File: src/rtl/cassette_tone_gen.sv
// cassette_tone_gen: 8N1 byte framer producing 1200/2400 Hz cassette square-wave tone with leader and idle high tone.
module cassette_tone_gen #(
    parameter int HALF_SHORT  = 256,
    parameter int LEADER_BITS = 64
) (
    input  logic       clk,
    input  logic       rst_n,
    input  logic       motor,
    input  logic [7:0] tdata,
    input  logic       tvalid,
    output logic       tready,
    output logic       cas_out,
    output logic       carrier,
    output logic       busy
);
    localparam int PW = $clog2(4*HALF_SHORT);
    localparam int LW = $clog2(LEADER_BITS+1);

    typedef enum logic [1:0] {IDLE, LEADER, HOLD, FRAME} state_t;

    state_t        state, state_n;
    logic [PW-1:0] phase, phase_n;
    logic [LW-1:0] lcnt, lcnt_n;
    logic [3:0]    bidx, bidx_n;
    logic [9:0]    sh, sh_n;
    logic [7:0]    buf_q, buf_n;
    logic          buf_full, buf_full_n;
    logic          bnd, go, bit_n;

    // Square wave is low in the first half of each half-period pair, so every bit starts low.
    function automatic logic wave(input logic [PW-1:0] p, input logic b);
        int q;
        q = int'(p);
        return b ? ((q >= HALF_SHORT && q < 2*HALF_SHORT) || q >= 3*HALF_SHORT) : (q >= 2*HALF_SHORT);
    endfunction

    assign bnd = phase == PW'(4*HALF_SHORT-1);

    always_comb begin
        state_n    = state;
        phase_n    = phase;
        lcnt_n     = lcnt;
        bidx_n     = bidx;
        sh_n       = sh;
        buf_n      = buf_q;
        buf_full_n = buf_full;
        go         = 1'b0;
        if (!motor) begin
            state_n    = IDLE;
            phase_n    = '0;
            buf_full_n = 1'b0;
        end else if (state == IDLE) begin
            state_n = LEADER;
            phase_n = '0;
            lcnt_n  = '0;
        end else begin
            phase_n = bnd ? '0 : phase + 1'b1;
            if (tvalid && tready) begin
                buf_n      = tdata;
                buf_full_n = 1'b1;
            end
            if (bnd) begin
                case (state)
                    LEADER: begin
                        lcnt_n = lcnt + 1'b1;
                        go     = lcnt == LW'(LEADER_BITS-1);
                    end
                    HOLD: go = 1'b1;
                    default: begin
                        go     = bidx == 4'd9;
                        bidx_n = bidx + 4'd1;
                        sh_n   = {1'b1, sh[9:1]};
                    end
                endcase
            end
            if (go) begin
                state_n = buf_full ? FRAME : HOLD;
                if (buf_full) begin
                    sh_n       = {1'b1, buf_q, 1'b0};
                    bidx_n     = 4'd0;
                    buf_full_n = 1'b0;
                end
            end
        end
        bit_n = state_n == FRAME ? sh_n[0] : 1'b1;
    end

    always_ff @(posedge clk or negedge rst_n) begin
        if (!rst_n) begin
            state    <= IDLE;
            phase    <= '0;
            lcnt     <= '0;
            bidx     <= '0;
            sh       <= '1;
            buf_q    <= '0;
            buf_full <= 1'b0;
            tready   <= 1'b0;
            cas_out  <= 1'b0;
            carrier  <= 1'b0;
            busy     <= 1'b0;
        end else begin
            state    <= state_n;
            phase    <= phase_n;
            lcnt     <= lcnt_n;
            bidx     <= bidx_n;
            sh       <= sh_n;
            buf_q    <= buf_n;
            buf_full <= buf_full_n;
            tready   <= motor && !buf_full_n;
            cas_out  <= state_n != IDLE && wave(phase_n, bit_n);
            carrier  <= state_n != IDLE;
            busy     <= state_n == FRAME || buf_full_n;
        end
    end
endmodule
File: config.mk
export PLATFORM = sky130hd
export DESIGN_NAME = cassette_tone_gen
export DESIGN_NICKNAME = d
export VERILOG_FILES = /design/src/rtl/cassette_tone_gen.sv
export SDC_FILE = /design/constraint.sdc
export NUM_CORES = 1
export LEC_CHECK = 0
export BUFFER_PORTS_ARGS = -buffer_cell sky130_fd_sc_hd__buf_2
export CAP_MARGIN = 15
export CORE_MARGIN = 10
export CORE_UTILIZATION = 38
export CTS_BUF_LIST = sky130_fd_sc_hd__clkbuf_16
export CTS_CLUSTER_SIZE = 14
export DETAILED_ROUTE_END_ITERATION = 10
export GPL_ROUTABILITY_DRIVEN = 0
export PLACE_DENSITY_LB_ADDON = 0.15
export SETUP_SLACK_MARGIN = 0.2
export SLEW_MARGIN = 15
export SYNTH_ARGS = -nofsm -noshare
export SYNTH_HDL_FRONTEND = slang
export SYNTH_SLANG_ARGS = --single-unit
File: constraint.sdc
create_clock -name clk -period 1.9 [get_ports clk]
set_input_delay 0.095 -clock clk [delete_from_list [all_inputs] [get_ports clk]]
set_output_delay 0.095 -clock clk [all_outputs]
set_load 0.005 [all_outputs]
Word-level counts from Yosys, hierarchy flattened:

Cells that the tools add are included.

* $add $sub $neg: 3
* multiply operators: 0
* divide/modulo/power cells: 0
* magnitude comparators: 4
* equality and inequality tests: 6
* shift operators: 0
* multiplexer cells: 31
* bitwise operators: 1
* reductions and logical operators: 15

Operators with widths (count)
* $mux 10: 7
* $mux 7: 3
* $ge 10x10->1 const B: 2
* $mux 4: 4
* $mux 1: 13
* $add 10x1->10 const B: 1
* $eq 10x10->1 const B: 1
* $ge 10x9->1 const B: 1
* $lt 10x10->1 const B: 1
* $add 7x1->7 const B: 1
* $eq 7x6->1 const B: 1
* $mux 2: 3
* $reduce_and 3->1: 2
* $reduce_bool 2->1: 3
* $add 4x1->4 const B: 1
* $eq 2x2->1 const B: 2
* $eq 4x4->1 const B: 1
* $logic_and 1x1->1: 4
* $eq 2x1->1 const B: 1
* $logic_not 2->1: 1
* $logic_or 1x1->1: 2
* $pmux 1 s2: 1
* $reduce_and 2->1: 1
* $reduce_or 2->1: 1
* 2 further kinds: 2

* register bits after elaboration: 46
* bits in latches: 0
* RAM bits: 0
* bits in read-only memories: 0
* output and inout bits: 4
* word-level logic and storage cells: 72
* memories: 0

Logic depth before layout (Yosys ltp):

Gate-level depths: netlist of the first run.

* depth after elaboration: 12
* mapped depth: 8
* gate-level depth less buffers: 7

Least setup slack after synthesis of the first run:

OpenSTA, ideal clock, no wires.

* path type: flip-flop to flip-flop
* from: reg state[0]
* to: reg bidx[3]
* library setup time: 0.125 ns
* arrival: 1.826 ns
* slack: -0.051 ns
* stages on the path, launching flop included: 8
* path buffers: 0
* cells stage by stage: dfrtp_1 > inv_1 > ha_1 > inv_1 > a2111oi_4 > and3_2 > o21ai_1 > mux2_4

* cells in the longest elaborated chain, start to end: 6
* elaborated cells between the ends (all ways): 14

Ends and longest elaborated chain
* from (decl): RTL line 21 `state_t state, state_n;`
* from (signal assigned): RTL line 102 `state <= state_n;`
* $eq 2x2->1 or $eq 2x1->1 (tied branches): RTL line 63 `case (state)`
* $pmux 1 s2 or $reduce_or 2->1 (tied branches)
* $mux 1 or $mux 4 (tied branches): RTL line 62, 63
* $mux 1 or $mux 4 (tied branches): RTL line 52, 62
* $mux 1 or $mux 4 (tied branches): RTL line 48, 78
* $mux 4: RTL line 76 `if (go) begin`
* to (signal assigned): RTL line 105 `bidx <= bidx_n;`
* to (decl): RTL line 24 `logic [3:0] bidx, bidx_n;`

Several ways; a longest one is shown, not always the timed one. The select of a mux whose other input is x is not followed.
A chain may end at the register's enable or synchronous reset.

Final worst setup path of the first run:

* from: reg state[0]
* to: reg bidx[2]

Same word-level chain as after synthesis.

==> results of run 1 <==
## area by class of cell
type                            instances  area (um^2)  area share
Clock buffer                            5          125      0.0377
Timing Repair Buffer                   69          518       0.156
Inverter                                6         25.0     0.00754
Multi-Input combinational cell        141         1380       0.415
Sequential cell                        46         1160       0.351
Tap cell                               72         90.1      0.0271
Clock inverter                          3         17.5     0.00528
## power breakdown
part / internal (mW) / switching, mW
Clock: 0.483 / 0.369
Combinational: 0.199 / 0.177
Sequential: 1.09 / 0.0687
## synthesized netlist by cell type, types with 3 or more instances
library cell / count / share of area
a211o_1: 3 / 0.012
a21oi_1: 7 / 0.016
a2bb2oi_1: 8 / 0.031
and3_1: 5 / 0.014
and4_1: 3 / 0.012
clkbuf_1: 5 / 0.0083
dfrtp_1: 36 / 0.40
dfstp_2: 10 / 0.12
ha_1: 7 / 0.039
inv_1: 5 / 0.0083
mux2_2: 8 / 0.040
nand2_1: 10 / 0.017
nand3_1: 8 / 0.018
nand4_1: 4 / 0.011
nor2_1: 13 / 0.022
nor4_1: 3 / 0.0083
o21ai_0: 6 / 0.013
o22ai_1: 9 / 0.025
xnor2_1: 3 / 0.012
xor2_1: 5 / 0.019
## worst max-delay path, stage by stage, from the launching register on
cell	delay, ns
dfrtp_2	0.41
inv_2	0.06
ha_4	0.29
inv_4	0.04
a2111oi_4	0.39
buf_4	0.22
buf_6	0.10
a32oi_2	0.10
o21ai_1	0.19
o21ai_1	0.10
## path summary, 6_finish.rpt
check,end,slack (ns),cells after the start
worst max-delay path,bidx[2],-0.11,9
worst min-delay path,buf_q[0],0.03,2
worst max register to register,bidx[2],-0.11,9
worst min register to register,buf_q[2],0.52,1
max in group asynchronous,sh[3],0.95,3
min in group asynchronous,lcnt[3],0.34,2
## repair_timing
action | in CTS | in global routing
cloned | 1 | 0
endpoints found under the hold margin | 18 | 0
gates resized for setup | 28 | 35
hold buffers | 1 | 0
pin swaps | 12 | 23
endpoints found under the setup margin | 33 | 34
setup buffers | 9 | 13
## metrics by stage
step | util | hold slack (ns) | power, mW | setup TNS, ns
floorplan | - | -0.201 | 1.30 | 0
finish | 0.588 | 0.0349 | 2.38 | -0.822
detailed placement | 0.473 | 0.129 | 1.43 | -1.06
global placement | 0.473 | 0.109 | 1.42 | -0.175
CTS | 0.539 | 0.0276 | 2.32 | -0.0943
global route | 0.588 | 0.0272 | 2.48 | -1.97
## flip-flops by register name, indices dropped and copies added (netlist names)
signal / count
carrier: 1
bidx: 4
tready: 1
busy: 1
sh: 10
lcnt: 7
cas_out: 1
buf_q: 8
phase: 10
buf_full: 1
state: 2
## metal layers
metal,vias to the layer above,share of wire,wire (um),track usage
met4,0,0.020,118,0.0383
met2,49,0.49,2960,0.183
li1,893,-,-,-
met1,957,0.45,2700,0.145
met3,11,0.039,235,0.0305
met5,-,0,0,0
## kinds of logic (layout without fill, tap and decap cells)
| kind of cell | count (synthesis) | after routing | synth area share |
|---|---|---|---|
| DFF | 46 | 46 | 0.516 |
| muxes | 11 | 11 | 0.0555 |
| AOI/OAI and AO/OA | 51 | 51 | 0.170 |
| xor gates and xnor gates | 8 | 8 | 0.0311 |
| adders and majority gates | 7 | 7 | 0.0389 |
| buffers and inverters | 12 | 83 | 0.0205 |
| and+or+nand+nor | 63 | 64 | 0.167 |
==> impl_metrics.yaml, run 1 <==
drt:
  drt_iter0_markers: 119
  routed_wl_um: 6010
  post_drt_wl_per_cell_um: 17.6
  drt_pass1_iterations: 4
  drt-vias-per-instance: 5.58
  num_vias: 1910
  detail-route-antenna-nets: 0
  drcViolationCount: 0
clock_tree:
  clkLatencyLatePin_ns: 0.29
  clkSlewWorstSetupHoldPaths_ns: 0.06
  root_buffer: "clkbuf_16"
  htreeDepth: 2
  tritoncts: "yes"
  cts_sinks: 46
  numCtsBuffers: 5
  cts_buffer_depth: 2
critical_path:
  cp.arrival_ns: 2.18
  start_kind: "flop"
  crit_fanout: 3
  worst-setup-path-type: "reg -> reg"
  end_kind: "flop"
  worstPathRequired_ns: 2.07
  r2r_start: "state[0]"
  crit_start: "state[0]"
placed_design:
  dp_cells: 310
  hpwl_um: 3750
  port_buffers: 15
  placed_cell_area_um2: 2670
  dpl_worst_slack_ns: -0.178
yosys:
  synth_ff_type: "dfrtp_1"
  synth_edf_count: 0
  yosysSeqAreaShare: 0.516
  avgSynthCellArea_um2: 11.4
  ys_warn_count: 0
  synthCells: 198
  ys_types: 53
  synth_fp_nets: 217
  syn_area_um2: 2250
  async_flop_share: 1.00
  synth-seq-cells: 46
min_path:
  hp-start: "tdata[0]"
  holdCritPathClass: "in -> reg"
pwr:
  p_leak_nw: 1.42
  cellPowerDensity_nw_per_um2: 718
  irDropWorstVdd_uv: 449
layout:
  drive_gt1_frac: 0.533
  nNetsFinal: 288
  fin_area_um2: 3320
  fin_cells: 342
  layout_common_cells: "46 x buf_4, 35 x dfrtp_1, 15 x buf_2"
  area_growth_pct: 47.3
  antenna_cells: 0
  final.fill_count: 442
  final_common_cell: "buf_4"
grt:
  antenna_found_initial: 0
  grt_max_degree: 25
  grt_overflow_total: 0
  grt_pass1_vias: 1937
  grt_usage: 0.114
  grt_pass1_wl_um: 9270
outcome:
  violations: "negative setup slack"
  status: "finished with violations"
timing:
  worst_pin_slew_ns: 0.574
  rsz0062_at_grt: "yes"
  finClkSkew_ns: 0.00333
  hold_viol: 0
  drv_slew: 0
  period_minus_slack_ns: 2.01
  setup_viol: 15
  max_slew_margin: 0.618
  period_share: 1.06
  setup_slack_ns: -0.114
  fmaxAchievable_mhz: 497
floorplan:
  fp.coreArea_um2: 5640
  ioPinCount: 16
  rows: 27
  start_util: 0.399
  die_h_um: 97.0
  die_w_um: 97.0
  dieArea_um2: 9410
flow_run:
  maxCapViolCount: 0
(Power assumes the default switching activity.)
==> run 2, diff against run 1 <==
--- a/config.mk
+++ b/config.mk
@@ -14,7 +14,6 @@
 export DETAILED_ROUTE_END_ITERATION = 10
 export GPL_ROUTABILITY_DRIVEN = 0
 export PLACE_DENSITY_LB_ADDON = 0.15
-export SETUP_SLACK_MARGIN = 0.2
 export SLEW_MARGIN = 15
 export SYNTH_ARGS = -nofsm -noshare
 export SYNTH_HDL_FRONTEND = slang
==> run 2 against run 1 <==
  * The flow still finishes with violations (negative setup slack)
  * Core utilization fell by 4.0 points
  * Largest power group unchanged
  * Total power is 3.6% lower
  * Combinational power fell by 21%
  * Sequential share of layout area is 2.5 points higher
  * Largest cell class unchanged
  * Critical path type unchanged
  * Via count fell by 4.5%
==> impl_metrics.yaml, run 2 (synthesized netlist as in run 1, its figures left out) <==
timing:
  rsz0062_at_grt: "yes"
  period_minus_slack_ns: 2.03
  setup_viol: 14
  period_share: 1.07
  fmaxAchievable_mhz: 492
  tns_ns: -1.17
  worst_pin_slew_ns: 0.439
  finClkSkew_ns: 0.00406
  hold_viol: 0
  drv_slew: 0
  holdWs_ns: 0.0422
  max_slew_margin: 0.699
  setup_slack_ns: -0.134
clock_tree:
  htreeDepth: 2
  cts_sinks: 46
  clkSlewWorstSetupHoldPaths_ns: 0.06
  numCtsBuffers: 5
  tritoncts: "yes"
  cts_buffer_depth: 2
  clkLatencyLatePin_ns: 0.28
  root_buffer: "clkbuf_16"
floorplan:
  ioPinCount: 16
  dieArea_um2: 9410
  rows: 27
  fp.coreArea_um2: 5640
  die_h_um: 97.0
  die_w_um: 97.0
  start_util: 0.399
grt:
  grt_usage: 0.118
  grt_overflow_total: 0
  grtUsageMet3: 0.0234
  grt_max_degree: 47
  antenna_found_initial: 0
  busiest_layer: "met2"
  grtUsageMet1: 0.146
  met2_usage: 0.204
  grt_pass1_wl_um: 9550
  grt_pass1_vias: 1934
critical_path:
  worstPathRequired_ns: 2.10
  crit_top_cell: "nand4_1"
  crit_path_cell_trace: "ha_1 -> and3_1 -> a211o_4 -> nand4_1 -> buf_4 -> buf_6 -> nand4_1 -> o21ai_1"
  critPathSlowestCell: "dfrtp_1"
  crit_fanout: 6
  r2r_setup_slack_ns: -0.13
  critPathMaxStageDelay_ns: 0.38
  worst-setup-path-type: "reg -> reg"
  ff2ff_path_depth: 8
  start_kind: "flop"
  r2r_start: "lcnt[0]"
  worstReg2RegEnd: "bidx[2]"
  end_kind: "flop"
  cp.arrival_ns: 2.23
layout:
  antenna_cells: 0
  final.fill_count: 482
  final_common_cell: "buf_4"
  multiInputGateArea_um2: 1250
  reg_top3: "phase x10, sh x10, buf_q x8"
  ff_latch_area_um2: 1160
  finish.utilization: 0.548
  layout_common_cells: "39 x buf_4, 35 x dfrtp_1, 15 x buf_2"
  area_growth_pct: 37.3
  drive_gt1_frac: 0.463
  nNetsFinal: 277
  fin_area_um2: 3090
  fin_cells: 331
outcome:
  violations: "negative setup slack"
  status: "finished with violations"
drt:
  post_drt_wl_per_cell_um: 17.6
  drt_pass1_iterations: 4
  routed_wl_um: 5820
  drt_iter0_markers: 84
  num_vias: 1824
  drt-vias-per-instance: 5.51
  detail-route-antenna-nets: 0
  drcViolationCount: 0
min_path:
  min_to: "buf_q[2]"
  hp-start: "tdata[2]"
  holdCritPathClass: "in -> reg"
  worstHoldPathCells: 2
placed_design:
  dpl_worst_slack_ns: -0.198
  port_buffers: 15
  placed_cell_area_um2: 2660
  dp_cells: 310
  hpwl_um: 3820
pwr:
  irDropWorstVdd_uv: 565
  p_total_mw: 2.30
  cellPowerDensity_nw_per_um2: 742
  p_leak_nw: 1.32
flow_run:
  maxCapViolCount: 0
[run 2: cell count changes in the layout (fill, tap and decap cells not counted), sizes merged]
cell      change
buf          -11
clkinvlp      +1
inv           -1
[run 2: layer usage]
layer,vias to the layer above,wire (um)
met4,0,53
met2,26,3020
met3,9,114
met1,913,2640
met5,-,0
li1,876,-
[run 2: what timing repair did]
| item | 4_1_cts | 5_1_grt |
|---|---|---|
| buffers inserted | 5 | 6 |
| gates resized for setup | 19 | 21 |
| gates cloned | 1 | 0 |
| endpoints found under the hold margin | 36 | 0 |
| pin swaps | 11 | 13 |
| hold buffers | 1 | 0 |
| endpoints found under the setup margin | 17 | 24 |
[run 2: cell type report]
type                    instances  area share
repair buffers                 58       0.136
flip-flops and latches         46       0.376
multi-input cells             141       0.405
clock buffers                   5      0.0404
clock inverters                 3     0.00526
well taps                      72      0.0291
inverters                       6     0.00809
[run 2: power by group]
| part | switching, mW | total [mW] | internal [mW] |
|---|---|---|---|
| clock | 0.362 | 0.842 | 0.480 |
| sequential | 0.0721 | 1.16 | 1.09 |
| combinational | 0.141 | 0.296 | 0.155 |
| total | 0.575 | 2.30 | 1.72 |
[run 2: critical path, delay by kind of cell, from the launching register on]
kind / cells / cell delay, ns
AOI/OAI and AO/OA: 2 / 0.55
and+or+nand+nor: 3 / 0.52
DFF: 1 / 0.38
adders and majority gates: 1 / 0.21
buffers and inverters: 2 / 0.29
[run 2: worst max-delay path by stage]
stage             start  slack (ns)      end  cells after the start
2_1_floorplan  state[0]       0.003  bidx[3]                      7
3_3_place_gp   state[0]       -0.09  cas_out                      8
3_5_place_dp   state[1]       -0.20  bidx[2]                      8
4_1_cts        state[1]       -0.09  bidx[3]                      7
5_1_grt        state[1]       -0.20  bidx[3]                      8
6_report        lcnt[0]       -0.13  bidx[2]                      8
